===== config.mk =====
export PLATFORM = sky130hd
export DESIGN_NAME = keypad_code_entry
export DESIGN_NICKNAME = d
export VERILOG_FILES = /design/src/rtl/keypad_code_entry.sv
export SDC_FILE = /design/constraint.sdc
export NUM_CORES = 1
export LEC_CHECK = 0
export BUFFER_PORTS_ARGS = -buffer_cell sky130_fd_sc_hd__buf_4
export CORE_UTILIZATION = 55
export CTS_CLUSTER_DIAMETER = 40
export CTS_CLUSTER_SIZE = 10
export DETAILED_ROUTE_END_ITERATION = 10
export HOLD_SLACK_MARGIN = 0.1
export PLACE_DENSITY_LB_ADDON = 0.25
export SKIP_CTS_REPAIR_TIMING = 1
export SLEW_MARGIN = 25
export SYNTH_ARGS = -nofsm -noshare
export SYNTH_HDL_FRONTEND = slang
export SYNTH_SLANG_ARGS = --single-unit
export TNS_END_PERCENT = 50

===== constraint.sdc =====
create_clock -name clk -period 5.9 [get_ports clk]
set_input_delay 0.295 -clock clk [delete_from_list [all_inputs] [get_ports clk]]
set_output_delay 0.295 -clock clk [all_outputs]
set_load 0.03 [all_outputs]

===== src/rtl/keypad_code_entry.sv =====
// Keypad code entry: collects NUM_DIGITS decimal digits into a 16-bit binary code
// and presents it to the parking controller until acknowledged.
// Optional inter-digit timeout is enabled by defining KEYPAD_TIMEOUT_EN.
module keypad_code_entry #(
  parameter int NUM_DIGITS     = 4,
  parameter int TIMEOUT_CYCLES = 1000
) (
  input  logic        clk,
  input  logic        rst,
  input  logic        key_valid,
  input  logic [3:0]  key_digit,
  input  logic        key_clear,
  input  logic        code_ack,
  output logic [15:0] code,
  output logic        code_valid,
  output logic        busy,
  output logic [2:0]  digit_count,
  output logic        key_error
);

  generate
    if (NUM_DIGITS < 1 || NUM_DIGITS > 4) begin : g_bad_num_digits
      $error("keypad_code_entry: NUM_DIGITS must be 1..4");
    end
    if (TIMEOUT_CYCLES < 1 || TIMEOUT_CYCLES > 65535) begin : g_bad_timeout
      $error("keypad_code_entry: TIMEOUT_CYCLES must be 1..65535");
    end
  endgenerate

  typedef enum logic [1:0] {
    IDLE    = 2'd0,
    COLLECT = 2'd1,
    PRESENT = 2'd2
  } state_t;

  localparam logic [2:0] LAST_COUNT = 3'(NUM_DIGITS);

  state_t      state_q;
  logic [15:0] acc_q;
  logic [15:0] code_q;
  logic        code_valid_q;
  logic        busy_q;
  logic [2:0]  digit_count_q;
  logic        key_error_q;

  logic        digit_ok;
  logic [15:0] acc_d;
  logic [2:0]  count_d;
  logic        last_digit;

  assign digit_ok   = (key_digit <= 4'd9);
  assign acc_d      = 16'(acc_q * 16'd10) + {12'd0, key_digit};
  assign count_d    = digit_count_q + 3'd1;
  assign last_digit = (count_d == LAST_COUNT);

`ifdef KEYPAD_TIMEOUT_EN
  localparam logic [15:0] TMO_LAST = 16'(TIMEOUT_CYCLES - 1);
  logic [15:0] tmo_q;
`endif

  always_ff @(posedge clk or negedge rst) begin
    if (!rst) begin
      state_q       <= IDLE;
      acc_q         <= '0;
      code_q        <= '0;
      code_valid_q  <= 1'b0;
      busy_q        <= 1'b0;
      digit_count_q <= '0;
      key_error_q   <= 1'b0;
`ifdef KEYPAD_TIMEOUT_EN
      tmo_q         <= '0;
`endif
    end else begin
      key_error_q <= 1'b0;
      // Clear wins over anything else arriving in the same cycle, including ack.
      if (key_clear) begin
        state_q       <= IDLE;
        acc_q         <= '0;
        code_valid_q  <= 1'b0;
        busy_q        <= 1'b0;
        digit_count_q <= '0;
`ifdef KEYPAD_TIMEOUT_EN
        tmo_q         <= '0;
`endif
      end else begin
        case (state_q)
          IDLE: begin
            if (key_valid) begin
              if (digit_ok) begin
                acc_q         <= {12'd0, key_digit};
                digit_count_q <= 3'd1;
                busy_q        <= 1'b1;
`ifdef KEYPAD_TIMEOUT_EN
                tmo_q         <= '0;
`endif
                if (NUM_DIGITS == 1) begin
                  state_q      <= PRESENT;
                  code_q       <= {12'd0, key_digit};
                  code_valid_q <= 1'b1;
                end else begin
                  state_q <= COLLECT;
                end
              end else begin
                key_error_q   <= 1'b1;
                acc_q         <= '0;
                digit_count_q <= '0;
              end
            end
          end

          COLLECT: begin
            if (key_valid) begin
              if (digit_ok) begin
                acc_q         <= acc_d;
                digit_count_q <= count_d;
`ifdef KEYPAD_TIMEOUT_EN
                tmo_q         <= '0;
`endif
                if (last_digit) begin
                  state_q      <= PRESENT;
                  code_q       <= acc_d;
                  code_valid_q <= 1'b1;
                end
              end else begin
                key_error_q   <= 1'b1;
                state_q       <= IDLE;
                busy_q        <= 1'b0;
                acc_q         <= '0;
                digit_count_q <= '0;
              end
            end
`ifdef KEYPAD_TIMEOUT_EN
            else if (tmo_q == TMO_LAST) begin
              key_error_q   <= 1'b1;
              state_q       <= IDLE;
              busy_q        <= 1'b0;
              acc_q         <= '0;
              digit_count_q <= '0;
              tmo_q         <= '0;
            end else begin
              tmo_q <= tmo_q + 16'd1;
            end
`endif
          end

          PRESENT: begin
            // Held digits are frozen here; only an ack releases the code.
            if (code_ack) begin
              state_q       <= IDLE;
              code_valid_q  <= 1'b0;
              busy_q        <= 1'b0;
              acc_q         <= '0;
              digit_count_q <= '0;
            end
          end

          default: begin
            state_q       <= IDLE;
            code_valid_q  <= 1'b0;
            busy_q        <= 1'b0;
            acc_q         <= '0;
            digit_count_q <= '0;
          end
        endcase
      end
    end
  end

  assign code        = code_q;
  assign code_valid  = code_valid_q;
  assign busy        = busy_q;
  assign digit_count = digit_count_q;
  assign key_error   = key_error_q;

endmodule


==> qor.yml <==
timing:
  final.period_utilization_pct: 62.60
  finalHoldViolCount: 0
  fmax_ghz: 0.2707
  fin_crit_ns: 3.694
  fin_skew_ns: 0.01182
  grt_setup_unrepaired: "false"
  setup_viol: 0
  max_slew.worst_pin.slew_ns: 0.9711
  relSlewSlack_pct: 35.26
  tns_ns: 0
  slew_violations: 0
global_route:
  grt_pass1_vias: 1973
  grt_max_degree: 40
  antenna_found_initial: 0
  grt_usage_pct: 23.28
  gr-total-overflow: 0
  grt_first_pass_wirelength_um: 9149
finish:
  instances_no_fill: 338
  final_area_um2: 2984
  fin_util_pct: 66.69
  nets: 324
  drive_above_1_share_pct: 18.88
  fillers: 354
  antenna_cells: 0
  syn_to_final_growth_pct: 14.22
clock_network:
  cts.path.max_buffers: 2
  clkTransAtPathRegs_ns: 0.08
  numCtsBuffers: 5
  cts_tree: "built"
  clk_latency_ns: 0.30
  clock-root-buffer: "clkbuf_8"
  cts.sinks: 39
  htreeDepth: 2
synth:
  synth_seq_cells: 39
  muxShareOfSynthArea_pct: 5.029
  synthesis.area_um2: 2613
  synth_fa_ha_area_share_pct: 14.94
  ys.flop_type: "dfrtp_1"
  avgSynthCellArea_um2: 10.17
  synth_edf_count: 0
  synth-compound-area-share_pct: 19.44
  ys.warnings.count: 0
  netlist_top_cells_area: "dfrtp_1, ha_1, xnor2_1"
  synthXorXnorAreaFrac_pct: 7.375
  syn_nets: 296
  synth_top_family_by_area: "compound AO/OA/AOI/OAI gates"
  yosys.area_share.simple_pct: 13.65
  ys_seq_area_share_pct: 37.36
  yosysTopAreaCellShare_pct: 37.36
  synth.largest_area_cell: "dfrtp_1"
  synth.distinct_cells: 52
  synthCells: 257
  ys_async_sr_fraction_pct: 100.0
worst_hold_path:
  hp-class: "input pin to flip-flop"
floorplan:
  start_util_pct: 58.39
  die_width_um: 70.92
  die_area_um2: 5030
  top_level_ports: 31
  core_area_um2: 4474
  rows: 24
  die_y_um: 70.92
critical_path:
  worst_setup_path_end_kind: "flip-flop"
  path_class: "flip-flop to flip-flop"
  path_common_cell: "ha_1"
  max_stage_delay_ns: 0.57
  cp.required_ns: 6.12
  path_cells: "ha_1 > ha_1 > fa_1 > a21o_2 > a221oi_1 > xnor2_1 > nand4b_1 > or4_4 > or4_1 > a31oi_1"
  slowest_stage: "or4_4"
  cp_max_fo: 4
  arrival_ns: 3.91
  cp-start-kind: "flip-flop"
pwr:
  total_power_uw: 569.3
  leakage_uw: 0.001523
  ir_drop_uv: 179.5
  power_per_cell_area_nw_per_um2: 190.8
detailed_routing:
  vias: 2059
  wire_per_inst_um: 16.28
  drt_iter0_markers: 77
  drc: 0
  wirelength_um: 5504
  first_pass_iters: 4
  antenna_left: 0
  avgViaCountPerCell: 6.092
flow_run:
  cap_violations: 0
placed_design:
  placed_cells: 329
  gp_congestion: 0.9157
  place_area_um2: 2861
  dpl.hpwl_um: 4108
  port_buffers: 30
outcome:
  outcome: "finished clean"
[per-stage QoR]
stage,worst slack (ns),hold WS (ns)
finish,2.206,0.1664
CTS,2.176,-0.02191
global placement,2.259,0.2948
detailed placement,2.218,0.2947
floorplan,2.397,-0.0005911
global route,1.981,0.1628
[flip-flops by register name, summed over array words and instances (netlist names)]
name / count
code: 16
acc_q: 15
digit_count: 3
state_q: 2
busy: 1
code_valid: 1
key_error: 1
[where the power goes]
group          internal [µW]  leakage [µW]  switching, µW  total [µW]
Clock                    126     0.0000581           96.8         223
Combinational           26.8      0.000926           41.0        67.8
Sequential               272      0.000539           7.07         279
Total                    424       0.00152            145         569
[synth_stat cells, drive strengths merged (3+ instances only)]
cell / number
nand4: 3
or3: 4
nand3: 3
mux2i: 3
nand2: 19
a31oi: 5
and3: 4
buf: 4
xor2: 9
clkbuf: 7
a31o: 3
o21ai: 13
dfrtp: 39
nor3: 4
xnor2: 13
a21oi: 16
mux2: 9
nor2: 20
a22o: 10
ha: 28
a21o: 6
or4: 3
[worst max-delay path, delay by kind of cell, from the launching register on]
family,cells,cell delay [ns]
adders and majority gates,3,0.96
DFF,1,0.44
AOI/OAI and AO/OA,3,0.78
and+or+nand+nor,3,1.23
xor gates and xnor gates,1,0.20
[final timing paths]
kind | cells after the start | to | slack, ns | from
worst max-delay path | 10 | code[15] | 2.21 | acc_q[1]
worst min-delay path | 2 | code_valid | 0.17 | key_clear
worst max register to register | 10 | code[15] | 2.21 | acc_q[1]
worst min register to register | 1 | code[2] | 0.51 | code[2]
max in group asynchronous | 2 | acc_q[4] | 5.05 | rst
min in group asynchronous | 2 | code_valid | 0.50 | rst
[layer usage]
layer  global-route usage, %  vias up  share of wire [%]  routed length, µm
met2                   40.38       53                 49               2683
li1                        -     1015                  -                  -
met3                   3.989        8                3.5                195
met5                       0        -                  0                  0
met1                   30.31      983                 47               2561
met4                   6.000        0                1.2                 64
[layout by cell type (no fill, tap or decap), types with 3 or more instances in the layout]
master and n:
clkbuf_8 5, and3_1 4, or3_1 4, nor3_1 3, xnor2_1 13, dfrtp_1 39, nand2_1 19, buf_4 31
nand4_1 3, a31oi_1 4, a22o_1 10, xor2_1 9, o21ai_0 11, a21o_1 5, mux2i_1 3, nand3_1 3
ha_1 28, mux2_2 9, a21oi_1 16, nor2_1 20
[area by class of cell]
type                            instances  area [µm²]  share of cell area, %
Clock buffer                            5       68.82                  2.306
Clock inverter                          3       43.79                  1.468
Inverter                                1       3.754                 0.1258
Multi-Input combinational cell        206        1584                  53.08
Sequential cell                        39       975.9                  32.70
Tap cell                               52       65.06                  2.180
Timing Repair Buffer                   32       242.7                  8.134
[cells by family (layout without fill, tap and decap cells)]
kind of cell	count (synthesis)	in the layout
flops	39	39
xor+xnor	22	22
compound gates	71	71
mux	12	12
simple gates	71	71
fa+ha+maj	30	30
buf+inv	12	41
No activity file was read; power rests on OpenSTA's default activity.
